## src/rtl/uart_pkg.sv

```systemverilog
// uart_pkg: shared constants and helpers for the UART receive path.
//   S_* : FSM state encoding (IDLE=0, START=1, DATA=2, PARITY=3, STOP=4)
//   PAR_*: parity mode selectors
//   clog2: ceiling log2 for constant width calculations
package uart_pkg;
    localparam logic [2:0] S_IDLE = 3'd0, S_START = 3'd1, S_DATA = 3'd2, S_PARITY = 3'd3, S_STOP = 3'd4;
    localparam int PAR_NONE = 0, PAR_ODD = 1, PAR_EVEN = 2;
    function automatic int clog2(input int v);
        for (int r = 0; r < 31; r++)
            if ((1 << r) >= v) return r;
        return 31;
    endfunction
endpackage

```

## src/rtl/data_sync.sv

```systemverilog
// data_sync: 2-flop synchronizer for an asynchronous 1-bit input.
//   clk     in  system clock
//   reset_n in  synchronous active-low reset
//   d       in  asynchronous input
//   q       out synchronized output
module data_sync (
    input  logic clk,
    input  logic reset_n,
    input  logic d,
    output logic q
);
    logic meta;
    // Resetting to 0 keeps a line that is still low after reset from looking idle,
    // so the receiver only arms once it has really seen a high level.
    always_ff @(posedge clk) begin
        if (!reset_n) begin
            meta <= 1'b0;
            q    <= 1'b0;
        end else begin
            meta <= d;
            q    <= meta;
        end
    end
endmodule

```

## src/rtl/uart_rx_ext.sv

```systemverilog
// uart_rx_ext: oversampling UART receiver, 5..9 data bits, optional parity, 1/2 stop bits.
//   clk        in  system clock
//   reset_n    in  synchronous active-low reset
//   baud_tick  in  OVERSAMPLE pulses per bit period
//   rx         in  asynchronous serial input, idle high
//   rx_data    out last received word
//   rx_valid   out one-clk pulse on frame completion
//   parity_err out parity mismatch in last frame
//   frame_err  out a stop bit sampled 0 in last frame
//   break_det  out last frame entirely zero including stop bits
//   busy       out receiver not idle
module uart_rx_ext import uart_pkg::*; #(
    parameter int DATA_BITS  = 8,
    parameter int OVERSAMPLE = 8,
    parameter int PARITY     = 0,
    parameter int STOP_BITS  = 1
) (
    input  logic                 clk,
    input  logic                 reset_n,
    input  logic                 baud_tick,
    input  logic                 rx,
    output logic [DATA_BITS-1:0] rx_data,
    output logic                 rx_valid,
    output logic                 parity_err,
    output logic                 frame_err,
    output logic                 break_det,
    output logic                 busy
);
    localparam int SW = clog2(OVERSAMPLE);
    localparam logic [SW-1:0] M_LO = SW'(OVERSAMPLE / 2 - 1);
    localparam logic [SW-1:0] M    = SW'(OVERSAMPLE / 2);
    localparam logic [SW-1:0] M_HI = SW'(OVERSAMPLE / 2 + 1);

    logic                 rxs, s0, s1, pbit, ferr, ones, armed, maj, px, perr;
    logic [2:0]           state;
    logic [SW-1:0]        scnt;
    logic [3:0]           bcnt;
    logic [DATA_BITS-1:0] shreg;

    data_sync u_sync (.clk(clk), .reset_n(reset_n), .d(rx), .q(rxs));

    assign maj  = (s0 & s1) | (s0 & rxs) | (s1 & rxs);
    assign px   = ^shreg ^ pbit;
    assign perr = (PARITY == PAR_ODD) ? ~px : (PARITY == PAR_EVEN) ? px : 1'b0;
    assign busy = state != S_IDLE;

    always_ff @(posedge clk) begin
        if (!reset_n) begin
            state      <= S_IDLE;
            scnt       <= '0;
            bcnt       <= '0;
            s0         <= 1'b0;
            s1         <= 1'b0;
            shreg      <= '0;
            pbit       <= 1'b0;
            ferr       <= 1'b0;
            ones       <= 1'b0;
            armed      <= 1'b0;
            rx_data    <= '0;
            rx_valid   <= 1'b0;
            parity_err <= 1'b0;
            frame_err  <= 1'b0;
            break_det  <= 1'b0;
        end else begin
            rx_valid <= 1'b0;
            if (baud_tick) begin
                if (state == S_IDLE) begin
                    // The detecting tick counts as sample 0 of the start bit.
                    scnt <= (!rxs && armed) ? SW'(1) : '0;
                    if (rxs) armed <= 1'b1;
                    else if (armed) state <= S_START;
                end else begin
                    scnt <= scnt + 1'b1;
                    if (scnt == M_LO) s0 <= rxs;
                    if (scnt == M) s1 <= rxs;
                    if (scnt == M_HI) begin
                        case (state)
                            S_START: begin
                                state <= maj ? S_IDLE : S_DATA;
                                bcnt  <= '0;
                                ones  <= 1'b0;
                                ferr  <= 1'b0;
                            end
                            S_DATA: begin
                                shreg <= {maj, shreg[DATA_BITS-1:1]};
                                ones  <= ones | maj;
                                bcnt  <= bcnt + 1'b1;
                                if (bcnt == 4'(DATA_BITS - 1)) begin
                                    bcnt  <= '0;
                                    state <= (PARITY != PAR_NONE) ? S_PARITY : S_STOP;
                                end
                            end
                            S_PARITY: begin
                                pbit  <= maj;
                                ones  <= ones | maj;
                                state <= S_STOP;
                            end
                            default: begin
                                ferr <= ferr | ~maj;
                                ones <= ones | maj;
                                bcnt <= bcnt + 1'b1;
                                // Leave at mid-stop-bit so the next start edge is caught early.
                                if (bcnt == 4'(STOP_BITS - 1)) begin
                                    state      <= S_IDLE;
                                    armed      <= 1'b0;
                                    rx_valid   <= 1'b1;
                                    rx_data    <= shreg;
                                    parity_err <= perr;
                                    frame_err  <= ferr | ~maj;
                                    break_det  <= ~(ones | maj);
                                end
                            end
                        endcase
                    end
                end
            end
        end
    end
endmodule

```

## config.mk

```make
export PLATFORM = sky130hd
export DESIGN_NAME = uart_rx_ext
export DESIGN_NICKNAME = d
export VERILOG_FILES = /design/src/rtl/uart_pkg.sv /design/src/rtl/data_sync.sv /design/src/rtl/uart_rx_ext.sv
export SDC_FILE = /design/constraint.sdc
export NUM_CORES = 1
export LEC_CHECK = 0
export ABC_AREA = 1
export CORE_MARGIN = 2
export CORE_UTILIZATION = 45
export CTS_BUF_LIST = sky130_fd_sc_hd__clkbuf_2 sky130_fd_sc_hd__clkbuf_4 sky130_fd_sc_hd__clkbuf_8
export DETAILED_ROUTE_END_ITERATION = 10
export DONT_BUFFER_PORTS = 1
export PLACE_DENSITY = 0.57
export REMOVE_ABC_BUFFERS = 1
export SLEW_MARGIN = 20
export SYNTH_ARGS = -nofsm -noshare
export SYNTH_HDL_FRONTEND = slang
export SYNTH_SLANG_ARGS = --single-unit
```

## constraint.sdc

```tcl
create_clock -name clk -period 1.8 [get_ports clk]
set_input_delay 0.18 -clock clk [delete_from_list [all_inputs] [get_ports clk]]
set_output_delay 0.18 -clock clk [all_outputs]
set_load 0.02 [all_outputs]
```

### Yosys cells after proc, flatten, opt, wreduce, memory -nomap -nowiden

Index checks and enable logic that the tools add are counted.

| word-level totals | value |
|---|---|
| register bits after elaboration | 36 |
| bits in latches | 0 |
| ROM bits | 0 |
| bits in writable memories | 0 |
| output and inout port bits | 13 |
| input port bits | 4 |
| logic and storage cells | 85 |
| memories | 0 |

| operators by class | value |
|---|---|
| shift-type cells | 0 |
| mux-type cells | 20 |
| div/mod/pow operators | 0 |
| eq/ne operators | 12 |
| multiply operators | 0 |
| magnitude comparators | 0 |
| reduce and logical (&&, ||, !) cells | 20 |
| bitwise operators | 16 |
| $add $sub $neg | 2 |

Operator list:

| kind | number |
|---|---|
| $mux 3 | 7 |
| $pmux 4 s3 | 1 |
| $reduce_and 4->1 | 3 |
| $reduce_and 5->1 | 2 |
| $eq 3x2->1 const B | 3 |
| $not 1->1 | 9 |
| $pmux 3 s3 | 1 |
| $reduce_and 3->1 | 3 |
| $mux 1 | 8 |
| $reduce_or 7->1 | 1 |
| $eq 3x3->1 const B | 2 |
| $reduce_and 6->1 | 1 |
| $reduce_bool 5->1 | 1 |
| $add 4x1->4 const B | 1 |
| $eq 4x3->1 const B | 1 |
| $logic_not 4->1 | 1 |
| $mux 4 | 1 |
| $ne 2x1->1 const B | 2 |
| $ne 2x2->1 const B | 2 |
| $or 1x1->1 | 4 |
| $reduce_bool 2->1 | 2 |
| $add 3x1->3 const B | 1 |
| $and 1x1->1 | 3 |
| $eq 3x1->1 const B | 1 |
| other kinds (9) | 9 |

### Depth between registers and ports, before layout

Gate-level depths: netlist of run 1.

| logic depth | value |
|---|---|
| word-level depth | 7 |
| depth in mapped cells | 9 |

### Modules after synthesis

A second synthesis of run 1 with hierarchy kept.

| second synthesis, totals | value |
|---|---|
| cell total of the unflattened synthesis | 219 |
| area, all modules | 1636.6 sq um |

Modules (own cells, without submodules):

| module | sequential area each (sq um) | area each (sq um) | cells each | times used |
|---|---|---|---|---|
| uart_rx_ext | 680.7 | 1581.5 | 213 | 1 |
| data_sync | 40.0 | 55.1 | 6 | 1 |

### Least setup slack after synthesis of run 1

No wires, ideal clock.

| timing | value |
|---|---|
| path kind | register to register |
| start point | register scnt[1] |
| end point | register frame_err |
| setup slack | 0.492 ns |
| stages on the path, launching flop included | 9 |
| setup time | 0.116 ns |
| arrival | 1.192 ns |
| path buffers | 0 |
| clock period less this slack | 1.308 ns |
| cells stage by stage | dfxtp_1 -> inv_1 -> ha_1 -> nand3_2 -> nor2_4 -> nand2_2 -> clkinv_1 -> o21ai_0 -> nor2_1 |

| on the way | value |
|---|---|
| cells in the longest elaborated chain, start to end | 2 |

Ends and longest elaborated chain:

| element | RTL line | RTL |
|---|---|---|
| start, declared | uart_rx_ext.sv:36 | `logic [SW-1:0] scnt;` |
| start signal, assigned | uart_rx_ext.sv:69 | `scnt <= (!rxs && armed) ? SW'(1) : '0;` |
| start signal, assigned | uart_rx_ext.sv:73 | `scnt <= scnt + 1'b1;` |
| $eq 3x3->1 | uart_rx_ext.sv:76 | `if (scnt == M_HI) begin` |
| $reduce_and 5->1 (no source line) | -- |  |
| end signal, assigned | uart_rx_ext.sv:109 | `frame_err <= ferr \| ~maj;` |
| end, declared | uart_rx_ext.sv:25 | `output logic frame_err,` |

Every way passes these cells.
A chain may end at the register's enable or synchronous reset.

### Worst setup path after layout of run 1

| timing | value |
|---|---|
| start point | register bcnt[0] |
| end point | register frame_err |

| on the way | value |
|---|---|
| cells in the longest elaborated chain, start to end | 2 |

Ends and longest elaborated chain:

| element | RTL line | RTL |
|---|---|---|
| start, declared | uart_rx_ext.sv:37 | `logic [3:0] bcnt;` |
| start signal, assigned | uart_rx_ext.sv:87 | `bcnt <= bcnt + 1'b1;` |
| start signal, assigned | uart_rx_ext.sv:101 | `bcnt <= bcnt + 1'b1;` |
| $logic_not 4->1 | uart_rx_ext.sv:103 | `if (bcnt == 4'(STOP_BITS - 1)) begin` |
| $reduce_and 5->1 (no source line) | -- |  |

Every way passes these cells.

==> impl_metrics.ini, run 1 <==
[power_and_ir_drop]
powerDensity_mw_per_mm2 = 1050
leakage_uw = 0.000782
peakVddDrop_v = 0.000610

[synth]
synth_ff_type = dfxtp_1
synth_compound_area_share_pct = 13.3
ys_warn_count = 0
synthTopCellsByCount = nor2_1 (50), dfxtp_1 (36), nand2_1 (32)
muxShareOfSynthArea_pct = 0
synth_cell_types = 24
synth-edff-count = 0
synth_fa_ha_area_share_pct = 4.53
yosysSeqAreaShare_pct = 43.5
synthArstFlopShare_pct = 0
syn_area_mm2 = 0.00166
synth.most_common_cell = nor2_1
synthTopCellsByArea = dfxtp_1 (43%), nor2_1 (11%), nand2_1 (7.2%)
synth-simple-area-share_pct = 29.1
synth_top_area_cell = dfxtp_1
syn_inst = 223
synth-xor-area-share_pct = 0.528
synth_top_area_share_pct = 43.5
ys_seq_elements = 36
synth_area_per_cell_um2 = 7.43
synth_top_family_by_area = simple AND/OR/NAND/NOR gates

[global_routing]
antenna_found_initial = 0
grt-ovfl-total = 0
grt_usage_pct = 17.0
grt_max_degree = 28
grt_pass1_vias = 1252
grt_pass1_wl_um = 5510

[status]
status = completed

[placement]
place_congestion = 0.835
dpl.hpwl_um = 2330
placed_area_mm2 = 0.00168
portBuffers = 0
dp.cells = 267
pre_cts_ws_ps = 222

[sta]
period_minus_slack_ps = 1610
drv_slew = 0
fin_skew_ps = 2.38
clock.fmax_ghz = 0.622
fin_hold_ws_ps = 15.1
setup_tns_ps = 0
finalCritPeriodShare_pct = 89.4
setup_viol = 0
grt_setup_unrepaired = false
final_hold_viol_count = 0
fin_ws_ps = 191

[routing]
vias = 1340
finalWirelength_um = 3150
wl_per_cell_um = 11.4
drt_first_iter_violations = 97
remaining_drc_errors = 0
ant_nets = 0
viasPerCell = 4.84
dr.pass1.iters = 4

[clocking]
numClockSinks = 36
cts_tree = done
cts.clk_slew.worst_paths_ps = 70
cts_buffers = 5
cts_hold_buf = 2
cts-root-buf = clkbuf_8
cts-resized-gates = 0
insertion_delay_ps = 280
postCtsSetupBuffers = 0
clockBufferDepth = 2
cts_max_level = 2

[worst_setup_path]
crit_arrival_ps = 1790
cp.required_ps = 1980
crit_path_end_kind = flop
path_max_fanout = 12
startpoint_type = flop
criticalPathCategory = flop to flop

[die]
start_util_pct = 46.0
core_area_mm2 = 0.00361
die-area_mm2 = 0.00419
rows = 22
die_x_um = 64.7
fp.dieH_um = 64.7
io_pins = 17

[final_layout]
layout-drive-gt1-share_pct = 13.5
seq_area_um2 = 721
diodes = 0
area_growth_pct = 9.51
multi_input_area_um2 = 791
fill_cells = 364
nets = 238
stdcell_count = 277
final_cell_area_mm2 = 0.00182

[min_path]
min_path_type = primary input to flop

[run]
cap_viol_max_count = 0
==> cell usage in the layout (no fill, tap or decap), drive strengths merged, types with 2 or more instances in the layout <==
cell type / synthesis / layout
clkinv: 3 / 4
o21ai: 27 / 27
dlygate4sd3: 0 / 2
a21oi: 13 / 13
nand3: 12 / 12
nor2: 55 / 55
ha: 6 / 6
dfxtp: 36 / 36
clkbuf: 1 / 5
inv: 25 / 25
nand2: 37 / 37
==> critical path, stage by stage, from the launching register on <==
cell and delay [ps]:
dfxtp_1 380, inv_1 80, ha_1 220, nand2_1 80
nor2_1 70, nand2_2 190, clkinv_1 240, o21ai_0 200
nor2_1 50
==> layout make-up <==
class / instances / area share, %
clock buffers: 5 / 3.79
clock inverters: 3 / 2.34
inverters: 28 / 5.79
multi-input cells: 154 / 43.6
flip-flops and latches: 36 / 39.7
well taps: 48 / 3.31
repair buffers: 3 / 1.52
==> metal layers <==
layer  GRT usage, %  wire (um)  vias up  part of all wire (%)
met5              0          0        -                     0
met4           6.38         48        0                   1.5
met3           5.56        203        5                   6.5
met2           28.6       1450       36                    46
met1           20.2       1440      591                    46
li1               -          -      708                     -
==> final timing paths <==
kind / slack, ps / to / cells past startpoint / from
setup / recovery: 190 / frame_err / 8 / bcnt[0]
hold / removal: 20 / state[0] / 2 / reset_n
setup reg to reg: 190 / frame_err / 8 / bcnt[0]
hold reg to reg: 420 / u_sync.q / 2 / u_sync.meta
==> report_power, final <==
group,switching [uW],internal [uW],total [uW]
Clock,293,410,702
Combinational,246,109,354
Sequential,34.4,822,856
Total,573,1340,1910
==> stage by stage <==
stage          utilization (%)  total power (uW)
2_1_floorplan                -              1170
3_3_place_gp              46.7              1220
3_5_place_dp              46.7              1230
4_1_cts                   50.3              1930
5_1_grt                   50.3              2020
6_report                  50.3              1910
==> registers in the layout, indices dropped and copies added, names as in the netlist, 3 cells and up <==
signal   count
rx_data      8
shreg        8
bcnt         4
scnt         3
state        3
==> kinds of logic (layout without fill, tap and decap cells) <==
| logic type | count (synthesis) | in the layout |
|---|---|---|
| and+or+nand+nor | 105 | 105 |
| AOI/OAI and AO/OA | 41 | 41 |
| DFF | 36 | 36 |
| buffers and inverters | 33 | 39 |
| adders and majority gates | 6 | 6 |
| other | 1 | 1 |
| xor gates and xnor gates | 1 | 1 |
(Power assumes the default switching activity.)
==> run 2: changes to the inputs <==
DONT_BUFFER_PORTS = unset   (was 1)
PLACE_DENSITY = 0.63   (was 0.57)
==> impl_metrics.ini, run 2 (synthesis results as in run 1) <==
[routing]
ant_nets = 0
remaining_drc_errors = 0
vias = 1357
viasPerCell = 4.65
dr.pass1.iters = 4
wl_per_cell_um = 10.2
drt_first_iter_violations = 76
finalWirelength_um = 2980

[sta]
grt_setup_unrepaired = false
fin_skew_ps = 5.92
drv_slew = 0
setup_viol = 0
clock.fmax_ghz = 0.630
period_minus_slack_ps = 1590
finalCritPeriodShare_pct = 88.1
final_hold_viol_count = 0
setup_tns_ps = 0
fin_ws_ps = 213

[final_layout]
layout_commonest_cell = nor2_1
layout-drive-gt1-share_pct = 13.5
diodes = 0
area_growth_pct = 17.3
largestRegisters = rx_data: 8 flops, shreg: 8 flops, bcnt: 4 flops
nets = 253
layout_common_cells = nor2_1 (50), dfxtp_1 (36), nand2_1 (32)
post-route-util_pct = 53.9

[worst_setup_path]
crit_family = flip-flops
path_max_fanout = 12
criticalPathCategory = flop to flop
max_stage_delay_ps = 380
crit_path_end_kind = flop
cp.required_ps = 1980
crit_arrival_ps = 1770
cp_num_buf_inv = 2
crit_path_top_delay_cell = dfxtp_1
startpoint_type = flop
cpMostUsedCell = nor2_1
cp_cell_sequence = inv_1 -> ha_1 -> nand2_1 -> nor2_1 -> nand2_2 -> clkinv_1 -> o21ai_0 -> nor2_1

[power_and_ir_drop]
p_int_uw = 1260
pwr-share-clk_pct = 31.6
leakage_uw = 0.000847
peakVddDrop_v = 0.000548
swShare_pct = 30.9
switchingPower_uw = 564
powerDensity_mw_per_mm2 = 939
p_comb_share_pct = 21.6
power.share.sequential_pct = 46.8

[placement]
place_congestion = 0.785
dpl.hpwl_um = 2180
portBuffers = 15
pre_cts_ws_ps = 170

[clocking]
insertion_delay_ps = 280
cts_max_level = 2
clockBufferDepth = 2
cts-root-buf = clkbuf_8
postCtsSetupBuffers = 0
cts.clk_slew.worst_paths_ps = 70
numClockSinks = 36
cts_buffers = 5
cts_tree = done

[die]
die_x_um = 64.7
io_pins = 17
die-area_mm2 = 0.00419
fp.dieH_um = 64.7
rows = 22
start_util_pct = 46.0
core_area_mm2 = 0.00361

[global_routing]
antenna_found_initial = 0
use_met1_pct = 23.7
grt_max_degree = 28
grt_pass1_vias = 1208
grt-ovfl-total = 0
use_met2_pct = 22.8
grt-busiest-layer = met1
grt_usage_pct = 16.5
grt_pass1_wl_um = 5370
globalRouteMet3Util_pct = 5.21

[min_path]
min_path_type = flop to flop

[run]
cap_viol_max_count = 0

[status]
status = completed
run 2: cell count changes in the layout (fill, tap and decap cells not counted), sizes merged:
cell,previous run,this run
bufinv,1,0
clkinvlp,1,0
dlygate4sd3,2,0
dlymetal6s2s,0,1
clkdlybuf4s50,0,14
clkbuf,5,6
buf,1,3
clkinv,4,5
run 2: cell type report:
cell class	instances	area, um^2
Clock buffer	6	82.6
Clock inverter	2	10.0
Fill cell	376	1660
Inverter	28	105
Multi-Input combinational cell	154	791
Sequential cell	36	721
Tap cell	48	60.1
Timing Repair Buffer	18	175
run 2: stage by stage:
stage	cell area [um^2]	power [uW]	std cells	hold WS (ps)
2_1_floorplan	1620	1170	218	273
3_3_place_gp	1850	1270	284	394
3_5_place_dp	1850	1270	284	399
4_1_cts	1940	1850	292	415
5_1_grt	1940	1940	292	439
6_report	1940	1830	292	416
run 2: layer usage:
layer	up-vias	share of wire, %
met1	584	56
met2	21	38
met5	-	0
met3	6	3.9
met4	0	1.6
li1	746	-
run 2: worst paths after layout:
check | from | end | slack, ps | cells past startpoint
min | u_sync.meta | u_sync.q | 420 | 2
max reg2reg | bcnt[0] | frame_err | 210 | 8
max | bcnt[0] | frame_err | 210 | 8
min reg2reg | u_sync.meta | u_sync.q | 420 | 2
run 2: timing repair:
item,in CTS,in global routing
hold buffers,0,0
resized for setup,0,1
setup endpoints to repair,0,1
run 2: power groups by stage:
stage	clock network (uW)	registers [uW]	logic, uW
6_report	578	854	394
5_1_grt	635	857	446
4_1_cts	597	854	399
3_5_place_dp	0	873	398
3_3_place_gp	0	871	399
2_1_floorplan	0	868	302
run 2: worst register-to-register path: stages, from the launching register on:
cell and delay, ps:
dfxtp_1 380, inv_1 80, ha_1 210, nand2_1 60, nor2_1 70, nand2_2 190
clkinv_1 250, o21ai_0 210, nor2_1 50
